[config.mk]
export PLATFORM = sky130hd
export DESIGN_NAME = img_loader
export DESIGN_NICKNAME = d
export VERILOG_FILES = /design/src/rtl/img_loader.sv
export SDC_FILE = /design/constraint.sdc
export NUM_CORES = 1
export LEC_CHECK = 0
export CORE_ASPECT_RATIO = 1.4
export CORE_MARGIN = 2
export CORE_UTILIZATION = 30
export CTS_BUF_LIST = sky130_fd_sc_hd__clkbuf_8
export DETAILED_ROUTE_END_ITERATION = 7
export SETUP_SLACK_MARGIN = 0.1
export SYNTH_ARGS = -nofsm -noshare
export SYNTH_HDL_FRONTEND = slang
export SYNTH_SLANG_ARGS = --single-unit
[constraint.sdc]
create_clock -name clk -period 4.68 [get_ports clk]
set_input_delay 0.936 -clock clk [delete_from_list [all_inputs] [get_ports clk]]
set_output_delay 0.936 -clock clk [all_outputs]
set_load 0.05 [all_outputs]
[src/rtl/img_loader.sv]
// -----------------------------------------------------------------------------
// img_loader
//   Accepts a 128x128 8-bit image streamed in raster order and writes it into
//   the image RAM, then hands the resident frame to the median filter engine
//   and waits for the engine to finish before loading the next frame.
//
// Ports
//   clk         : single clock, rising edge
//   reset       : synchronous, active-low reset
//   s_valid     : upstream pixel present on s_data
//   s_data      : upstream pixel value (raster order)
//   s_ready     : loader accepts a pixel this cycle (LOAD only)
//   waddr       : image RAM write address (pixel index)
//   wdata       : image RAM write data
//   we          : image RAM write enable, one cycle after acceptance
//   ready       : full frame resident, to the median filter engine
//   busy        : median filter engine is processing
//   frame_cnt   : frames handed off, modulo 256
//   cksum       : (IMG_LOADER_CKSUM_EN) sum of accepted pixels, modulo 2^16
//   cksum_valid : (IMG_LOADER_CKSUM_EN) cksum is final; mirrors ready
//
// Optional feature macro: IMG_LOADER_CKSUM_EN
// -----------------------------------------------------------------------------
module img_loader (
    input  logic        clk,
    input  logic        reset,
    input  logic        s_valid,
    input  logic [7:0]  s_data,
    output logic        s_ready,
    output logic [13:0] waddr,
    output logic [7:0]  wdata,
    output logic        we,
    output logic        ready,
    input  logic        busy,
    output logic [7:0]  frame_cnt
`ifdef IMG_LOADER_CKSUM_EN
    ,
    output logic [15:0] cksum,
    output logic        cksum_valid
`endif
);

    localparam logic [1:0] LOAD      = 2'd0;
    localparam logic [1:0] HANDOFF   = 2'd1;
    localparam logic [1:0] WAIT_DONE = 2'd2;

    localparam logic [13:0] LAST_INDEX = 14'h3FFF;

    logic [1:0]  state;
    logic [13:0] index;
    logic        accept;

    // Gated with reset so s_ready is low for the whole time reset is held,
    // even though the state register already sits in LOAD.
    assign s_ready = reset && (state == LOAD);
    assign accept  = s_valid && s_ready;

    always_ff @(posedge clk) begin
        if (!reset) begin
            state     <= LOAD;
            index     <= '0;
            we        <= 1'b0;
            waddr     <= '0;
            wdata     <= '0;
            ready     <= 1'b0;
            frame_cnt <= '0;
        end else begin
            we <= accept;
            if (accept) begin
                waddr <= index;
                wdata <= s_data;
                index <= index + 14'd1;
            end

            // ready rises the cycle after entering HANDOFF, i.e. the cycle
            // after the final write, and falls on the edge busy is seen.
            ready <= (state == HANDOFF) && !busy;

            case (state)
                LOAD: begin
                    if (accept && (index == LAST_INDEX)) begin
                        state <= HANDOFF;
                    end
                end
                HANDOFF: begin
                    if (busy) begin
                        state     <= WAIT_DONE;
                        frame_cnt <= frame_cnt + 8'd1;
                    end
                end
                WAIT_DONE: begin
                    if (!busy) begin
                        state <= LOAD;
                    end
                end
                default: begin
                    state <= LOAD;
                end
            endcase
        end
    end

`ifdef IMG_LOADER_CKSUM_EN
    // No pixel is accepted outside LOAD, so the sum is frozen while ready=1.
    always_ff @(posedge clk) begin
        if (!reset) begin
            cksum <= '0;
        end else if ((state == WAIT_DONE) && !busy) begin
            cksum <= '0;
        end else if (accept) begin
            cksum <= cksum + {8'd0, s_data};
        end
    end

    assign cksum_valid = ready;
`endif

endmodule

==> metrics <==
chip width=70.1 um; first-pass GRT wire length=~6300 um; leading cell type in the layout, fill and taps excluded=nand2_1; # IOs=45; nature of the critical path startpoint=input port; number of global-route vias before repair=1455; Post-CTS Hold Buffers=0; Int Pwr=572 uW; number of synthesized flops with an enable pin=0; Syn Nets=about 230; post-CTS sizing=0; sequential group share of total power=0.561; clock slew at the register clock pins of the worst setup and hold paths=~0.080 ns; synthesized area per cell=8.58 um2; Critical Path RT=3.74 ns; Max Freq=0.281 GHz; Rows=33; RePlAce Congestion=0.726; RSZ-0062 raised after global routing=false; mapped cell area=0.00184 mm2; Buffers on Ports=44; Syn Inst Count=214; status=finished, final reports clean; dpl hpwl=2590 um; Worst Tran Pin Value=~0.7 ns; Pre-antenna DRT Iters=4; die area=0.00677 mm2; CP endpoint kind=output port; Crit Reg-Reg Startpoint=state[1]$_SDFFE_PN0P_; Max-slew headroom=0.529; met3 wire length=105 um; top cell type by total area after synthesis=dfxtp_1; CTS tree=built; CTS Buffer Depth=2; Worst Path Arrival=2.62 ns; setup TNS=0 ns; worst vdd rail ir drop=131 uV; Total Power=749 uW; most frequent cells in the layout=55 x nand2_1, 48 x dfxtp_1, 43 x clkdlybuf4s50_1, 25 x nand3_1, 14 x nor2_1; crit-path max FO=27; async set or reset register ratio after synthesis=0; Clock Latency Late Sink=0.30 ns; Die Ht=96.6 um; Synth cell types=25; Tot GR Track Use=0.118; final slew viol count=0; Yosys top cell area share=0.524; fin nets=269; WL final=3720 um; post-route antenna net violation count=0; Vias/cell=4.65; Ys Warns=0; Clk pwr share=0.346; logic gate share of total power=0.093; Net Sw Frac=0.236; Seq/Total Area, Yosys=0.524; skew final=0.00607 ns; CTS buffer count=5; initial DRC count=74; top post-synthesis cells by area=dfxtp_1 52%, nand2_1 11%, nand3_1 6.8%, xnor2_1 3.8%, xor2_1 3.3%; Leak=about 0.96 nW; Starting Density=0.311; worst hold path class=reg2reg; Ant. Diodes=0; area delta synth->final=32.7%; Worst Min Path Start=wdata[1]$_SDFFE_PN0P_; initial antenna violation count=0; post-route minimum period=around 3.6 ns; postcts setup bufs=0; crit share post-route=0.761; core area=0.00590 mm2; Pwr Density=308 mW/mm2; Fin. Hold Viols=0; Metal-1 WL=between 1500 and 2000 um; Max-cap violations=0; switching pwr=approximately 180 uW; setup violators final=0; Critical Path Start=reset; Highest Signal Layer=met4; H-Tree Depth=2; CTS Root Cell=clkbuf_8; DRC=0; Sink Count=48; share of cells above drive strength 1=0.0431; Yosys reg bits=48; Routed WL per cell=11.4 um; vias=~1500; gr ovfl total=0; Most used DFF post-synth=dfxtp_1; CP Class=in2out; largest net degree at the start of global routing=34; met2 wire len=roughly 1900 um
==> power groups by stage <==
stage	Sequential (mW)	Combinational (mW)	Clock [mW]
finish	0.420	0.0695	0.259
global route	0.422	0.0749	0.288
CTS	0.421	0.0706	0.270
detailed placement	0.430	0.0704	0
global placement	0.430	0.0701	0
floorplan	0.450	0.0218	0
==> stage by stage <==
stage / utilization / cell area (um2) / cells / worst slack (ns) / hold WS (ns)
after floorplan: - / 1840 / 214 / 1.50 / 0.432
after global placement: 0.396 / 2340 / 318 / 1.08 / 0.443
after detailed placement: 0.396 / 2340 / 318 / 1.08 / 0.448
after CTS: 0.412 / 2430 / 325 / 1.08 / 0.460
after global routing: 0.412 / 2430 / 325 / 0.959 / 0.479
final: 0.412 / 2430 / 325 / 1.12 / 0.456
==> kinds of logic (layout without fill, tap and decap cells) <==
logic type | count (synthesis) | count (layout) | share of synthesized area
DFF | 48 | 48 | 0.524
muxes | 2 | 2 | 0.0109
adders and majority gates | 2 | 2 | 0.0136
AOI/OAI and AO/OA | 12 | 12 | 0.0354
buffers and inverters | 14 | 55 | 0.0293
xor gates and xnor gates | 15 | 15 | 0.0716
and+or+nand+nor | 121 | 121 | 0.316
==> sequential cells by signal, indices dropped and copies added, names as in the netlist <==
name	flops
index	14
waddr	14
frame_cnt	8
wdata	8
state	2
ready	1
we	1
==> critical path, cell delays in order <==
cell	delay [ns]
clkdlybuf4s50_1	0.46
buf_4	0.28
inv_1	0.37
nor3_1	0.39
buf_12	0.19
==> final timing paths <==
| kind | slack [ns] | endpoint | cells after the start |
|---|---|---|---|
| worst max-delay path | 1.12 | s_ready | 5 |
| worst min-delay path | 0.46 | wdata[1]$_SDFFE_PN0P_ | 2 |
| worst min register to register | 0.46 | wdata[1]$_SDFFE_PN0P_ | 2 |
| worst max register to register | 2.42 | index[4]$_SDFFE_PN0P_ | 5 |
==> metal layers <==
layer  GRT usage  vias up
met5           0        -
met4      0.0625        0
met3      0.0290        6
met2       0.217       23
met1       0.125      687
li1            -      796
==> layout make-up <==
cell class,instances,area [um2]
Fill cell,635,3470
Sequential cell,48,961
Multi-Input combinational cell,152,821
Timing Repair Buffer,45,458
Clock buffer,7,96.3
Tap cell,70,87.6
Inverter,3,11.3
==> cell usage after synthesis, drive strengths merged (2+ instances only) <==
cell type,count
nand3,25
nor4b,2
ha,2
dfxtp,48
nor3,7
xor2,7
a21oi,6
clkbuf,8
mux2i,2
xnor2,8
nand2,55
and3,4
inv,2
nand4,6
buf,3
or3,4
nor2,14
o21ai,5
Power figures use the tool's default switching activity.
